[config.mk]
export PLATFORM = sky130hd
export DESIGN_NAME = writeback_hazard_unit_flat
export DESIGN_NICKNAME = d
export VERILOG_FILES = /design/src/rtl/writeback_hazard_unit_pkg.sv /design/src/rtl/writeback_hazard_unit_if.sv /design/src/rtl/writeback_hazard_unit_hazard_scoreboard.sv /design/src/rtl/writeback_hazard_unit.sv /design/src/flat_wrapper.sv
export SDC_FILE = /design/constraint.sdc
export NUM_CORES = 1
export LEC_CHECK = 0
export ABC_AREA = 0
export CORE_MARGIN = 4
export CORE_UTILIZATION = 29
export CTS_CLUSTER_SIZE = 40
export DETAILED_ROUTE_END_ITERATION = 10
export SETUP_SLACK_MARGIN = 0.5
export SYNTH_ARGS = -nofsm -noshare
export SYNTH_HDL_FRONTEND = slang
export SYNTH_SLANG_ARGS = --single-unit
[constraint.sdc]
create_clock -name clk -period 1.9 [get_ports clk]
set_input_delay 0.38 -clock clk [delete_from_list [all_inputs] [get_ports clk]]
set_output_delay 0.38 -clock clk [all_outputs]
set_load 0.02 [all_outputs]
[src/rtl/writeback_hazard_unit_pkg.sv]
// Purpose: shared constants for the write-back / hazard slice (slot indices, entry layout).
// Latency: n/a (declarations only).
// Backpressure: n/a.
package writeback_hazard_unit_pkg;

    // Architectural zero register: never written, never tracked, never matched.
    localparam int REG_ZERO = 0;

    // Scoreboard slot indices, oldest entry at the highest index.
    localparam int SLOT_EXE = 0;
    localparam int SLOT_MEM = 1;
    localparam int SLOT_WB  = 2;
    localparam int SB_SLOTS = 3;

    // Entry layout, MSB to LSB: {valid, dest, is_load}.
    localparam int SB_VALID_W = 1;
    localparam int SB_LOAD_W  = 1;

    // Total entry width for a given register address width.
    function automatic int sb_entry_w(input int reg_aw);
        return SB_VALID_W + reg_aw + SB_LOAD_W;
    endfunction

endpackage

[src/rtl/writeback_hazard_unit_if.sv]
// Purpose: bundles the decode-side, MEM-side and register-file write-port signals.
// Latency: n/a (wiring only).
// Backpressure: hazard_stall is the only backpressure; it freezes decode.
interface writeback_hazard_unit_if #(
    parameter int DATA_W = 32,
    parameter int REG_AW = 5
);
    // Decode stage
    logic              id_valid;
    logic [REG_AW-1:0] id_src1;
    logic [REG_AW-1:0] id_src2;
    logic [REG_AW-1:0] id_dest;
    logic              id_wb_en;
    logic              id_mem_r_en;
    logic              id_mem_w_en;
    logic              id_is_imm;
    // MEM stage
    logic              mem_valid;
    logic              mem_wb_en;
    logic              mem_r_en;
    logic [REG_AW-1:0] mem_dest;
    logic [DATA_W-1:0] mem_alu_result;
    logic [DATA_W-1:0] mem_read_data;
    // Outputs
    logic              hazard_stall;
    logic              write;
    logic [REG_AW-1:0] lastDestination;
    logic [DATA_W-1:0] writedata;

    // Pipeline side that drives decode/MEM information and consumes the results.
    modport master (
        output id_valid, id_src1, id_src2, id_dest, id_wb_en, id_mem_r_en, id_mem_w_en, id_is_imm,
        output mem_valid, mem_wb_en, mem_r_en, mem_dest, mem_alu_result, mem_read_data,
        input  hazard_stall, write, lastDestination, writedata
    );

    // The write-back / hazard unit itself.
    modport slave (
        input  id_valid, id_src1, id_src2, id_dest, id_wb_en, id_mem_r_en, id_mem_w_en, id_is_imm,
        input  mem_valid, mem_wb_en, mem_r_en, mem_dest, mem_alu_result, mem_read_data,
        output hazard_stall, write, lastDestination, writedata
    );
endinterface

[src/rtl/writeback_hazard_unit_hazard_scoreboard.sv]
// Purpose: 3-slot EXE/MEM/WB shift chain of pending register writes plus RAW stall detection.
// Latency: stall is combinational from slots and decode inputs; slots advance every clock.
// Backpressure: raises o_hazard_stall; the chain keeps shifting, a stalled cycle injects a bubble.
module hazard_scoreboard
    import writeback_hazard_unit_pkg::*;
#(
    parameter int REG_AW     = 5,
    parameter int FORWARD_EN = 0
) (
    input  logic              clk,
    input  logic              rst,
    input  logic              i_id_valid,
    input  logic [REG_AW-1:0] i_id_src1,
    input  logic [REG_AW-1:0] i_id_src2,
    input  logic [REG_AW-1:0] i_id_dest,
    input  logic              i_id_wb_en,
    input  logic              i_id_mem_r_en,
    input  logic              i_id_mem_w_en,
    input  logic              i_id_is_imm,
    output logic              o_hazard_stall
);

    localparam int ENTRY_W = sb_entry_w(REG_AW);
    localparam int VLD_BIT = ENTRY_W - 1;

    logic [ENTRY_W-1:0] r_slot [SB_SLOTS];

    logic              w_use1;
    logic              w_use2;
    logic              w_stall;
    logic              w_issue;
    logic [ENTRY_W-1:0] w_new_entry;

    // A store reads src2 as its data even when the operand mux selects an immediate.
    assign w_use1 = i_id_valid & (i_id_src1 != REG_AW'(REG_ZERO));
    assign w_use2 = i_id_valid & (i_id_src2 != REG_AW'(REG_ZERO)) & (~i_id_is_imm | i_id_mem_w_en);

    // Compare each used source against every pending destination.
    always_comb begin
        w_stall = 1'b0;
        for (int s = 0; s < SB_SLOTS; s++) begin
            logic              v;
            logic [REG_AW-1:0] d;
            logic              ld;
            logic              hit;
            v   = r_slot[s][VLD_BIT];
            d   = r_slot[s][REG_AW:1];
            ld  = r_slot[s][0];
            hit = v & ((w_use1 & (d == i_id_src1)) | (w_use2 & (d == i_id_src2)));
            if (FORWARD_EN == 0) begin
                w_stall = w_stall | hit;
            end else if (s == SLOT_EXE) begin
                // With forwarding only a load still in EXE has no data available yet.
                w_stall = w_stall | (hit & ld);
            end
        end
    end

    assign o_hazard_stall = w_stall;

    // Only real, non-stalled, register-writing instructions with a non-zero target are tracked.
    assign w_issue     = i_id_valid & ~w_stall & i_id_wb_en & (i_id_dest != REG_AW'(REG_ZERO));
    assign w_new_entry = w_issue ? {1'b1, i_id_dest, i_id_mem_r_en} : '0;

    // Shift the chain EXE->MEM->WB every clock; stall only affects what enters EXE.
    always_ff @(posedge clk or posedge rst) begin
        if (rst) begin
            for (int s = 0; s < SB_SLOTS; s++) begin
                r_slot[s] <= '0;
            end
        end else begin
            r_slot[SLOT_EXE] <= w_new_entry;
            r_slot[SLOT_MEM] <= r_slot[SLOT_EXE];
            r_slot[SLOT_WB]  <= r_slot[SLOT_MEM];
        end
    end

endmodule

[src/rtl/writeback_hazard_unit.sv]
// Purpose: MEM/WB register driving the register-file write port, plus decode RAW hazard stall.
// Latency: 1 cycle mem_* -> write/lastDestination/writedata; hazard_stall combinational.
// Backpressure: hazard_stall freezes decode; write-back and the scoreboard never stall.
module writeback_hazard_unit
    import writeback_hazard_unit_pkg::*;
#(
    parameter int DATA_W     = 32,
    parameter int REG_AW     = 5,
    parameter int FORWARD_EN = 0
) (
    input  logic                   clk,
    input  logic                   rst,
    writeback_hazard_unit_if.slave bus
);

    logic              r_write;
    logic [REG_AW-1:0] r_last_dest;
    logic [DATA_W-1:0] r_wdata;

    logic              w_write_nxt;
    logic [DATA_W-1:0] w_wdata_nxt;
    logic              w_stall;

    // Register zero is silently dropped at the write port.
    assign w_write_nxt = bus.mem_valid & bus.mem_wb_en & (bus.mem_dest != REG_AW'(REG_ZERO));
    assign w_wdata_nxt = bus.mem_r_en ? bus.mem_read_data : bus.mem_alu_result;

    // MEM/WB boundary register feeding the register-file write port.
    always_ff @(posedge clk or posedge rst) begin
        if (rst) begin
            r_write     <= 1'b0;
            r_last_dest <= '0;
            r_wdata     <= '0;
        end else begin
            r_write     <= w_write_nxt;
            r_last_dest <= bus.mem_dest;
            r_wdata     <= w_wdata_nxt;
        end
    end

    hazard_scoreboard #(
        .REG_AW     (REG_AW),
        .FORWARD_EN (FORWARD_EN)
    ) u_scoreboard (
        .clk            (clk),
        .rst            (rst),
        .i_id_valid     (bus.id_valid),
        .i_id_src1      (bus.id_src1),
        .i_id_src2      (bus.id_src2),
        .i_id_dest      (bus.id_dest),
        .i_id_wb_en     (bus.id_wb_en),
        .i_id_mem_r_en  (bus.id_mem_r_en),
        .i_id_mem_w_en  (bus.id_mem_w_en),
        .i_id_is_imm    (bus.id_is_imm),
        .o_hazard_stall (w_stall)
    );

    assign bus.hazard_stall    = w_stall;
    assign bus.write           = r_write;
    assign bus.lastDestination = r_last_dest;
    assign bus.writedata       = r_wdata;

endmodule
[src/flat_wrapper.sv]
// flat-port wrapper written by rule: the top's interface ports become plain ports
module writeback_hazard_unit_flat import writeback_hazard_unit_pkg::*;
#(
    parameter int DATA_W     = 32,
    parameter int REG_AW     = 5,
    parameter int FORWARD_EN = 0
)
  (clk, rst, bus_id_valid, bus_id_src1, bus_id_src2, bus_id_dest, bus_id_wb_en, bus_id_mem_r_en, bus_id_mem_w_en, bus_id_is_imm, bus_mem_valid, bus_mem_wb_en, bus_mem_r_en, bus_mem_dest, bus_mem_alu_result, bus_mem_read_data, bus_hazard_stall, bus_write, bus_lastDestination, bus_writedata);
  writeback_hazard_unit_if #(.DATA_W(DATA_W), .REG_AW(REG_AW)) bus_i ();
  input  logic clk;
  input  logic rst;
  input wire logic [$bits(bus_i.id_valid)-1:0] bus_id_valid;
  input wire logic [$bits(bus_i.id_src1)-1:0] bus_id_src1;
  input wire logic [$bits(bus_i.id_src2)-1:0] bus_id_src2;
  input wire logic [$bits(bus_i.id_dest)-1:0] bus_id_dest;
  input wire logic [$bits(bus_i.id_wb_en)-1:0] bus_id_wb_en;
  input wire logic [$bits(bus_i.id_mem_r_en)-1:0] bus_id_mem_r_en;
  input wire logic [$bits(bus_i.id_mem_w_en)-1:0] bus_id_mem_w_en;
  input wire logic [$bits(bus_i.id_is_imm)-1:0] bus_id_is_imm;
  input wire logic [$bits(bus_i.mem_valid)-1:0] bus_mem_valid;
  input wire logic [$bits(bus_i.mem_wb_en)-1:0] bus_mem_wb_en;
  input wire logic [$bits(bus_i.mem_r_en)-1:0] bus_mem_r_en;
  input wire logic [$bits(bus_i.mem_dest)-1:0] bus_mem_dest;
  input wire logic [$bits(bus_i.mem_alu_result)-1:0] bus_mem_alu_result;
  input wire logic [$bits(bus_i.mem_read_data)-1:0] bus_mem_read_data;
  output wire logic [$bits(bus_i.hazard_stall)-1:0] bus_hazard_stall;
  output wire logic [$bits(bus_i.write)-1:0] bus_write;
  output wire logic [$bits(bus_i.lastDestination)-1:0] bus_lastDestination;
  output wire logic [$bits(bus_i.writedata)-1:0] bus_writedata;
  assign bus_i.id_valid = bus_id_valid;
  assign bus_i.id_src1 = bus_id_src1;
  assign bus_i.id_src2 = bus_id_src2;
  assign bus_i.id_dest = bus_id_dest;
  assign bus_i.id_wb_en = bus_id_wb_en;
  assign bus_i.id_mem_r_en = bus_id_mem_r_en;
  assign bus_i.id_mem_w_en = bus_id_mem_w_en;
  assign bus_i.id_is_imm = bus_id_is_imm;
  assign bus_i.mem_valid = bus_mem_valid;
  assign bus_i.mem_wb_en = bus_mem_wb_en;
  assign bus_i.mem_r_en = bus_mem_r_en;
  assign bus_i.mem_dest = bus_mem_dest;
  assign bus_i.mem_alu_result = bus_mem_alu_result;
  assign bus_i.mem_read_data = bus_mem_read_data;
  assign bus_hazard_stall = bus_i.hazard_stall;
  assign bus_write = bus_i.write;
  assign bus_lastDestination = bus_i.lastDestination;
  assign bus_writedata = bus_i.writedata;
  writeback_hazard_unit #(.DATA_W(DATA_W), .REG_AW(REG_AW), .FORWARD_EN(FORWARD_EN)) u_core (.clk(clk), .rst(rst), .bus(bus_i));
endmodule
==> results.toml <==
[worst_setup_path]
end_kind = "primary output"
crit_slowest_cell = "or4_4"
critical_path.top_delay_family = "simple AND/OR/NAND/NOR gates"
worst-path-buf-inv = 3
start_kind = "input pin"
cp_max_fo = 4
slowest_delay_ns = 0.55
crit_chain = "dlygate4sd2_1, or4_4, o21ai_1, a31oi_1, nor2_2, inv_2, buf_6"
worstPathArrival_ns = 1.76
cp.required_ns = 1.52
crit_type = "in -> out"

[yosys]
synth_top_area_share_pct = 62.6
yosys-top-cells-area = "dfrtp_1 (63%), mux2_2 (16%), xor2_1 (9.4%)"
yosysTopAreaCell = "dfrtp_1"
synth_cell_types = 19
synth_commonest_cells = "dfrtp_1 (56), mux2_2 (32), xor2_1 (24)"
ys.warnings.count = 0
synth_edf_count = 0
syn_avg_cell_area_um2 = 14.5
ys_ff_latch = 56
synth_area_mm2 = 0.00224
postSynthCellCount = 154
syn-num-nets = 248
async_reset_ff_share_pct = 100
yosysSeqAreaShare_pct = 62.6
yosysMostFrequentCell = "dfrtp_1"
ys.flop_type = "dfrtp_1"

[timing]
fin_crit_ns = 2.14
clock.fmax_mhz = 467
period_share_pct = 113
final-setup-viol-count = 1
rsz0062_at_grt = "true"
hold_viol_final = 0
worst_hold_slack_ns = 0.434
setup-tns-final_ns = -0.243
worst_slew_pin_slew_ns = 0.487
fin_skew_ns = 0.000573
finalMaxSlewViolations = 0
slew_headroom_pct = 67.5
worst_slack_ns = -0.243

[global_routing]
antenna_found_initial = 0
grt_max_degree = 39
grt_overflow = 0
grt_pass1_wl_um = 9930
grt_util_all_layers_pct = 14.5
first_global_vias = 1960

[power_and_ir_drop]
p_total_mw = 2.63
p_leak_nw = 1.70
ir_worst_vdd_uv = 279
p_per_area_mw_per_mm2 = 683

[clock_tree]
clkTransAtPathRegs_ns = 0.10
cts_made_buffers = 5
cts_root_buf = "clkbuf_8"
cts_tree = "yes"
clockBufferDepth = 2
cts_sinks = 56
h-tree-depth = 2
clkLatencyLatePin_ns = 0.30

[detailed_routing]
wirelength_um = 6360
antenna_left = 0
dr.pass1.iters = 2
vias = 1744
drc = 0
routedWlPerCell_um = 15.8
initialDrtViolationCount = 24
via_per_inst = 4.33

[placement]
portBuffers = 131
dp_slack_ns = -0.959
dp.final_hpwl_um = 5220
place_congestion = 0.813

[min_path]
hp-class = "reg -> reg"

[final_layout]
diodes = 0
area_delta_synth_final_pct = 71.9
multiInputGateArea_um2 = 841
regArea_mm2 = 0.00140
fillers = 677
layout-drive-gt1-share_pct = 25.3
nNetsFinal = 397

[floorplan]
die_h_um = 95.8
num_rows = 31
coreArea_mm2 = 0.00737
initial_core_util_pct = 30.4
dieArea_mm2 = 0.00918
ios = 133
die-width_um = 95.8

[run]
cap_violations = 0

[run_status]
outcome = "finished with violations"
violations = "setup timing"
## metal layers
metal,routed length [um],track usage (%)
met5,0,0
met4,80,3.20
met3,861,8.60
met2,3120,24.8
met1,2300,15.4
## power by group
group / switching, mW / internal (mW)
Combinational: 0.233 / 0.318
Sequential: 0.0313 / 1.26
Clock: 0.389 / 0.391
Total: 0.653 / 1.97
## cells in the final DEF (no fill, tap or decap), types with 4 or more instances in the layout
cell type         n
clkdlybuf4s50_1  82
dfrtp_1          56
mux2_2           32
xor2_1           24
clkdlybuf4s15_1  21
dlygate4sd2_1    15
buf_4            15
clkbuf_2         11
xnor2_1           6
nand3_1           6
clkbuf_8          5
nor4_1            4
and3_1            4
## through the flow
stage / util [%] / std cells / cell area, um^2
final: 52.2 / 403 / 3840
after global routing: 52.2 / 403 / 3840
after CTS: 52.3 / 403 / 3860
after detailed placement: 51.1 / 394 / 3770
after global placement: 51.1 / 394 / 3770
after floorplan: - / 154 / 2240
## logic make-up after synthesis
family,share of synthesized area (%)
AO/OA/AOI/OAI,2.07
flip-flops,62.6
buffers and inverters,1.17
multiplexers,16.1
AND/OR/NAND/NOR,6.26
XOR/XNOR,11.7
## state kept, by name, indices dropped and copies added (netlist names)
name                        flops
u_core.bus.write                1
u_core.bus.lastDestination      5
u_core.bus.writedata           32
u_core.u_scoreboard.r_slot     18
## cell type report
type                            count  share of cell area, %
Multi-Input combinational cell     91                   21.9
Sequential cell                    56                   36.4
Tap cell                           99                   3.22
Clock inverter                      3                   1.11
Timing Repair Buffer              146                   35.2
Clock buffer                        5                   1.79
Inverter                            3                  0.390
## timing repair
action / in CTS / in global routing
gates resized for setup: 68 / 38
endpoints found under the setup margin: 45 / 38
hold endpoints to repair: 0 / 0
pin swaps: 15 / 1
cloned: 0 / 0
setup buffers: 1 / 0
hold buffers: 0 / 0
## final timing paths
| check | from | endpoint | slack [ns] | cells after the start |
|---|---|---|---|---|
| max | bus_id_src1[0] | bus_hazard_stall | -0.24 | 7 |
| min | u_core.u_scoreboard.r_slot[13]$_DFF_PP0_ | u_core.u_scoreboard.r_slot[6]$_DFF_PP0_ | 0.43 | 0 |
| max reg2reg | u_core.u_scoreboard.r_slot[12]$_DFF_PP0_ | u_core.u_scoreboard.r_slot[16]$_DFF_PP0_ | 0.22 | 7 |
| min reg2reg | u_core.u_scoreboard.r_slot[13]$_DFF_PP0_ | u_core.u_scoreboard.r_slot[6]$_DFF_PP0_ | 0.43 | 0 |
| max in group asynchronous | rst | u_core.bus.writedata[9]$_DFF_PP0_ | 1.00 | 3 |
| min in group asynchronous | rst | u_core.u_scoreboard.r_slot[18]$_DFF_PP0_ | 0.46 | 3 |
No activity file was read; power rests on OpenSTA's default activity.
